File: config.mk
export PLATFORM = sky130hd
export DESIGN_NAME = pulse_meas_ns
export DESIGN_NICKNAME = d
export VERILOG_FILES = /design/src/rtl/pulse_meas_ns.sv
export SDC_FILE = /design/constraint.sdc
export NUM_CORES = 1
export LEC_CHECK = 0
export CAP_MARGIN = 40
export CELL_PAD_IN_SITES_DETAIL_PLACEMENT = 0
export CELL_PAD_IN_SITES_GLOBAL_PLACEMENT = 1
export CORE_AREA = 5 5 76 78
export CTS_CLUSTER_DIAMETER = 50
export DETAILED_ROUTE_END_ITERATION = 8
export DIE_AREA = 0 0 81 83
export GPL_TIMING_DRIVEN = 0
export MAX_ROUTING_LAYER = met4
export PLACE_DENSITY_LB_ADDON = 0.1
export SYNTH_ARGS = -nofsm -noshare
export SYNTH_HDL_FRONTEND = slang
export SYNTH_SLANG_ARGS = --single-unit
File: constraint.sdc
create_clock -name clk -period 4.1 [get_ports clk]
set_clock_uncertainty 0.2 [all_clocks]
set_input_delay 0.41 -clock clk [delete_from_list [all_inputs] [get_ports clk]]
set_output_delay 0.41 -clock clk [all_outputs]
set_load 0.1 [all_outputs]
File: src/rtl/pulse_meas_ns.sv
// pulse_meas_ns: measures the high time of sig_in in units of DIV clock cycles.
// Optional feature macro: PULSE_MEAS_SYNC_EN adds a two-flop input synchronizer
// (gated by en, cleared by reset) ahead of edge detection. Without it, sig_in
// is used directly and must already be synchronous to clk.
module pulse_meas_ns #(
    parameter int unsigned N   = 8,
    parameter int unsigned DIV = 10
) (
    input  logic         clk,
    input  logic         reset,
    input  logic         en,
    input  logic         start,
    input  logic         abort,
    input  logic         sig_in,
    output logic [N-1:0] width,
    output logic         done,
    output logic         busy,
    output logic         ovf
);

    // Prescaler only needs to reach DIV-1; keep at least one bit for DIV=1.
    localparam int unsigned PW = (DIV > 1) ? $clog2(DIV) : 1;
    localparam logic [PW-1:0] PrescLast = PW'(DIV - 1);
    localparam logic [N-1:0] UnitsMax = '1;

    typedef enum logic [1:0] {StIdle, StArmed, StMeas, StDone} state_e;

    state_e        state_q, state_d;
    logic [PW-1:0] presc_q, presc_d;
    logic [N-1:0]  units_q, units_d;
    logic [N-1:0]  width_q, width_d;
    logic          ovf_q, ovf_d;
    logic          s_prev_q;
    logic          s;
    logic          rise, fall;

`ifdef PULSE_MEAS_SYNC_EN
    logic sync1_q, sync2_q;

    // Two-flop synchronizer; frozen with the rest of the block when en=0.
    always_ff @(posedge clk) begin
        if (reset) begin
            sync1_q <= 1'b0;
            sync2_q <= 1'b0;
        end else if (en) begin
            sync1_q <= sig_in;
            sync2_q <= sync1_q;
        end
    end

    assign s = sync2_q;
`else
    assign s = sig_in;
`endif

    assign rise = s & ~s_prev_q;
    assign fall = ~s & s_prev_q;

    // Previous-sample register for edge detection.
    always_ff @(posedge clk) begin
        if (reset) begin
            s_prev_q <= 1'b0;
        end else if (en) begin
            s_prev_q <= s;
        end
    end

    // State and measurement registers; reset wins over en.
    always_ff @(posedge clk) begin
        if (reset) begin
            state_q <= StIdle;
            presc_q <= '0;
            units_q <= '0;
            width_q <= '0;
            ovf_q   <= 1'b0;
        end else if (en) begin
            state_q <= state_d;
            presc_q <= presc_d;
            units_q <= units_d;
            width_q <= width_d;
            ovf_q   <= ovf_d;
        end
    end

    logic          count_en;
    logic          count_clear;
    logic [PW-1:0] presc_base;
    logic [N-1:0]  units_base;

    // Next-state logic and the saturating unit counter.
    always_comb begin
        state_d     = state_q;
        presc_d     = presc_q;
        units_d     = units_q;
        width_d     = width_q;
        ovf_d       = ovf_q;
        count_en    = 1'b0;
        count_clear = 1'b0;

        unique case (state_q)
            StIdle: begin
                // A rise coinciding with start is deliberately not captured.
                if (start) begin
                    state_d = StArmed;
                    presc_d = '0;
                    units_d = '0;
                    ovf_d   = 1'b0;
                end
            end
            StArmed: begin
                if (abort) begin
                    state_d = StIdle;
                end else if (rise) begin
                    // The edge cycle is the first high cycle: count it from zero.
                    state_d     = StMeas;
                    count_en    = 1'b1;
                    count_clear = 1'b1;
                end
            end
            StMeas: begin
                if (abort) begin
                    state_d = StIdle;
                end else if (fall) begin
                    state_d = StDone;
                    width_d = units_q;
                end else if (s) begin
                    count_en = 1'b1;
                end
            end
            StDone: begin
                state_d = StIdle;
            end
            default: begin
                state_d = StIdle;
            end
        endcase

        presc_base = count_clear ? '0 : presc_q;
        units_base = count_clear ? '0 : units_q;

        if (count_en) begin
            units_d = units_base;
            if (presc_base == PrescLast) begin
                presc_d = '0;
                if (units_base == UnitsMax) begin
                    ovf_d = 1'b1;
                end else begin
                    units_d = units_base + 1'b1;
                end
            end else begin
                presc_d = presc_base + 1'b1;
            end
        end
    end

    assign width = width_q;
    assign ovf   = ovf_q;
    assign done  = (state_q == StDone);
    assign busy  = (state_q == StArmed) || (state_q == StMeas);

endmodule

==> Yosys cells after proc, flatten, opt, wreduce, memory -nomap -nowiden <==
Index checks and enable logic that the tools add are counted.
{ "word_totals": {"ff_bits": 24, "inputBits": 6, "word_cells": 57} }
{ "classes": {"add_sub_neg": 2, "n_eq_ne": 8, "muxes": 29, "n_bitwise": 5, "reduce_logical": 7} }
{ "ops": {"columns": ["cell", "n"], "rows": [
  ["8-bit two-way mux", 6],
  ["4-bit two-way mux", 5],
  ["1-bit two-way mux", 11],
  ["2-bit two-way mux", 5],
  ["8-bit by 1-bit adder with 8-bit output, second input constant", 1],
  ["8-bit == test, second input constant", 1],
  ["2-bit case mux with 4 select lines", 1],
  ["4-bit AND reduction", 2],
  ["3-bit != test, second input constant", 2],
  ["4-bit by 1-bit adder with 4-bit output, second input constant", 1],
  ["2-bit == test, second input constant", 2],
  ["4-bit == test, second input constant", 1],
  ["2-bit nonzero test", 2],
  ["1-bit inverter", 3],
  ["3-bit AND reduction", 1],
  ["1-bit bitwise AND", 2],
  ["2-bit by 1-bit == test with 1-bit output, second input constant", 1],
  ["2-bit logical NOT", 1],
  ["2-bit != test, second input constant", 1],
  ["1-bit case mux with 2 select lines", 1],
  ["1-bit logical OR", 1]
]} }

==> Logic depth before layout (Yosys ltp) <==
{ "depth": {"ltp_word": 10, "ltp_mapped": 12, "depth_no_buf": 11} }

==> Worst setup path after synthesis <==
No wires, ideal clock.
{ "synth_timing": {"path_type": "register to register", "startpoint": "register state_q[0]", "endpoint": "register presc_q[0]", "setup_time_ns": 0.070, "arrival_ns": 2.476, "path_slack_ns": 1.354, "stages_incl_launch_ff": 8, "n_path_buf": 0, "cell_sequence": "dfxtp_1 -> inv_1 -> ha_1 -> and3b_2 -> o21a_4 -> o21ai_2 -> or4_1 -> a21oi_1"} }
{ "synth_via": {"elab_chain_cells": 6, "elab_cells_between_ends": 13, "classes_between": "add/sub (1); eq/ne (3); mux (5); reduce/logical (4)"} }
{ "synth_lines": {"columns": ["element", "line", "text"], "rows": [
  ["from (decl)", "28", "state_e state_q, state_d;"],
  ["from (signal assigned)", "71", "state_q <= StIdle;"],
  ["from (signal assigned)", "77", "state_q <= state_d;"],
  ["2-bit by 1-bit == test with 1-bit output", "100", "unique case (state_q)"],
  ["1-bit two-way mux", "100", null],
  ["4-bit two-way mux", "138", "presc_base = count_clear ? '0 : presc_q;"],
  ["4-bit by 1-bit adder with 4-bit output or 4-bit == test (tied branches)", "151, 143", null],
  ["4-bit two-way mux", "143", "if (presc_base == PrescLast) begin"],
  ["4-bit two-way mux", "141", "if (count_en) begin"],
  ["to (signal assigned)", "78", "presc_q <= presc_d;"],
  ["to (decl)", "29", "logic [PW-1:0] presc_q, presc_d;"]
]} }
Several ways; a longest one is shown, not always the timed one.
A chain may end at the register's enable or synchronous reset.

==> Worst setup path after layout <==
{ "layout_timing": {"startpoint": "register state_q[1]", "endpoint": "register units_q[7]"} }
{ "layout_via": {"elab_chain_cells": 7, "elab_cells_between_ends": 16, "classes_between": "add/sub (1); eq/ne (4); mux (7); reduce/logical (4)"} }
{ "layout_lines": {"columns": ["element", "line", "text"], "rows": [
  ["2-bit by 1-bit == test with 1-bit output", "100", null],
  ["1-bit two-way mux", "100", null],
  ["8-bit two-way mux", "139", "units_base = count_clear ? '0 : units_q;"],
  ["8-bit by 1-bit adder with 8-bit output or 8-bit == test (tied branches)", "148, 145", null],
  ["8-bit two-way mux", "145", "if (units_base == UnitsMax) begin"],
  ["8-bit two-way mux", "143", null],
  ["8-bit two-way mux", "141", null],
  ["to (signal assigned)", "79", "units_q <= units_d;"],
  ["to (decl)", "30", "logic [N-1:0] units_q, units_d;"]
]} }
Several ways; a longest one is shown, not always the timed one.

==> summary.md <==
| Metric | Value |
|---|---|
| Status | `complete, no violations` |
| Crit path buf inv count | `2` |
| Crit-path cells | `inv_1 > ha_1 > and4bb_1 > buf_6 > nor2b_1 > ha_1 > nand3b_4 > nor4b_4 > nand3_1 > nor4b_1 > nor3_1` |
| Final wirelength | `3.42 mm` |
| Sequential cell area fraction in the yosys report | `0.333` |
| MaxCap Viol Count | `0` |
| Most common cell in the netlist | `dfxtp_1` |
| # fillers | `524` |
| Maximum vdd drop | `0.000123 V` |
| Setup violations, final | `0` |
| Cells after Synth | `163` |
| Initial antenna violation count | `0` |
| Net Count, Synth | `177` |
| Pin count of the biggest net entering global routing | `15` |
| Post-synthesis mux area share | `0.0763` |
| Critical path class | `flop to flop` |
| RSZ-0062 raised after global routing | `false` |
| Setup TNS | `0 ns` |
| Sinks on Clock Net | `24` |
| Layout cells sized above 1 | `0.146` |
| CP max FO | `8` |
| Async set-reset flop share out of synthesis | `0` |
| Post-Layout Inst Area | `1910 um^2` |
| Yosys reg bits | `24` |
| Root Driver | `clkbuf_8` |
| Reg2Reg Depth | `11` |
| R2R Path End | `units_q[7]$_SDFFE_PP0P_` |
| Final slew viol count | `0` |
| Post-synthesis compound-gate area fraction | `0.141` |
| Post-synth EDFFs | `0` |
| PwrDens | `263 nW/um^2` |
| Final Hold Viols | `0` |
| Post-DP HPWL | `2.68 mm` |
| Max clock buf depth | `2` |
| Final min period | `2.81 ns` |
| Critical path data required time | `4.07 ns` |
| Placement Cell Area | `1840 um^2` |
| CTS tree | `built` |
| Synthesized area per cell | `8.86 um^2` |
| Post-Place Setup Slack | `1.00 ns` |
| Top delay family on crit path | `simple AND/OR/NAND/NOR gates` |
| H-tree depth | `1` |
| Die height | `83 um` |
| Synth area leader | `dfxtp_1` |
| Area growth syn-to-layout | `32.1%` |
| Area contributors post-synth | `dfxtp_1 33%, mux2i_1 7.6%, ha_1 6.9%, nor2_1 4.4%, a21oi_1 3.1%` |
| CP max-delay cell | `dfxtp_1` |
| Setup ws final | `1.29 ns` |
| Mean number of vias per cell | `4.68` |
| Top FF cell, synth | `dfxtp_1` |
| CP Capture Type | `flop` |
| GRT Resource Usage Total | `0.111` |
| Routed Antenna Nets | `0` |
| Site Rows | `26` |
| Synth Warn # | `0` |
| Synth Area in Adders | `0.0693` |
| Worst-margin pin slew | `0.497 ns` |
| Leak pwr | `0.788 nW` |
| Synth cell count leaders | `24 x dfxtp_1, 17 x nor2_1, 11 x mux2i_1` |
| Net count, final | `207` |
| Pwr Total | `0.502 mW` |
| Starting density of the core | `0.288` |
| Drt drc | `0` |
| IO Count | `17` |
| Die W | `81 um` |
| Largest family of logic cells by synthesized area | `simple AND/OR/NAND/NOR gates` |
| Die footprint | `6720 um^2` |
| Worst hold path cell count | `2` |
| Routability cong. | `0.814` |
| XOR/XNOR Fraction of Synth Area | `0.00607` |
| Vias post-DR | `1226` |
| Worst path max stage delay | `0.39 ns` |
| Simple-Gate Fraction of Synth Area | `0.334` |
| Worst setup path end | `units_q[7]$_SDFFE_PP0P_` |
| Yosys cell types | `46` |
| Post-CTS Hold Fix Bufs | `0` |
| Startpoint types | `flop` |
| Critical Path Start | `state_q[1]$_SDFFE_PP0P_` |
| Slew HR | `0.668` |
| Crit path top cell by count | `ha_1` |
| Skew-Pair Late Insertion Delay | `0.27 ns` |
| Antenna Cells | `0` |
| Clock slew at reported path FFs | `0.10 ns` |
| Vias in the first global route | `1189` |
| Post-Place Cells | `258` |
| Crit path depth | `11` |
| Total CTS buffers | `3` |
| Pre-Repair DR Iteration Count | `4` |
| Hold_sp | `reset` |
| Grt total ovfl | `0` |
| Post-Syn Area | `1440 um^2` |
| First-pass GRT wire length | `5.85 mm` |
| FF-to-FF Start | `state_q[1]$_SDFFE_PP0P_` |
| Worst R2R Setup Slack | `1.29 ns` |
| Fin crit share | `0.685` |
| WL/cell | `13.1 um` |
| Synth top area share | `0.333` |
| Non-Filler Instances | `262` |
| Core area | `5010 um^2` |
| Port Buf Inserts | `14` |
| Maximum achievable frequency | `356 MHz` |
| Setup Fix Bufs, Post-CTS | `0` |
| Post-CTS sizing | `0` |
| HP Class | `input port to flop` |
| Iter 0 DRT Violations | `40` |
| Critical Path AT | `2.78 ns` |
-- worst reg2reg max path: cells and delay by family (launching register included) --
| kind | cells | cell delay (ns) |
|---|---|---|
| simple gates | 7 | 1.43 |
| fa+ha+maj | 2 | 0.46 |
| flops | 1 | 0.39 |
| buf+inv | 2 | 0.25 |
-- metrics by stage --
stage / hold WS [ns] / utilization
after floorplan: 0.241 / -
after global placement: 0.256 / 0.334
after detailed placement: 0.263 / 0.367
after CTS: 0.269 / 0.381
after global routing: 0.284 / 0.381
final: 0.272 / 0.381
-- where the power goes --
| group | switching, mW | total, mW | leakage (nW) | internal [mW] |
|---|---|---|---|---|
| registers | 0.00166 | 0.236 | 0.194 | 0.235 |
| logic | 0.0318 | 0.0519 | 0.558 | 0.0201 |
| clock network | 0.0836 | 0.214 | 0.0357 | 0.131 |
-- placed cells by master (no fill, tap or decap), types with 3 or more instances in the layout --
cell              n
a21oi_1           9
a31oi_1           4
and2_1            3
and2b_1           3
and3_1            3
buf_8            11
clkbuf_1          3
clkbuf_8          3
clkdlybuf4s50_1  14
dfxtp_1          24
ha_1              8
inv_1             7
mux2i_1          11
nand2_1          10
nand2b_1          5
nand3_1           9
nor2_1           17
nor2b_1           5
or4_1             4
-- flip-flops by register name, indices dropped and copies added, names as in the netlist --
signal,count
width,8
units_q,8
presc_q,4
ovf,1
state_q,2
s_prev_q,1
-- how the worst min path moves through the flow --
stage | to
floorplan | presc_q[0]$_SDFFE_PP0P_
global placement | presc_q[0]$_SDFFE_PP0P_
detailed placement | presc_q[0]$_SDFFE_PP0P_
CTS | presc_q[1]$_SDFFE_PP0P_
global route | presc_q[1]$_SDFFE_PP0P_
finish | presc_q[1]$_SDFFE_PP0P_
-- metal layers --
layer / up-vias / part of all wire / GRT usage
met5: - / 0 / -
met1: 569 / 0.53 / 0.153
met3: 4 / 0.015 / 0.0173
met4: 0 / 0.013 / 0.0323
li1: 644 / - / -
met2: 9 / 0.45 / 0.167
-- cell type report --
cell class / instances / area (um^2) / share of cell area
plain buffers: 6 / 32.5 / 0.0170
inverters: 7 / 26.3 / 0.0138
clock inverters: 1 / 30.0 / 0.0157
clock buffers: 3 / 41.3 / 0.0216
repair buffers: 25 / 305 / 0.160
well taps: 70 / 87.6 / 0.0459
multi-input cells: 126 / 905 / 0.474
flip-flops and latches: 24 / 480 / 0.252
-- logic make-up (layout without fill, tap and decap cells) --
kind of cell             Yosys count  after routing
AND/OR/NAND/NOR                   77             77
AO/OA/AOI/OAI                     29             29
flip-flops                        24             24
buffers and inverters             13             42
multiplexers                      11             11
adder cells (fa/ha/maj)            8              8
XOR/XNOR                           1              1
Power figures use the tool's default switching activity.
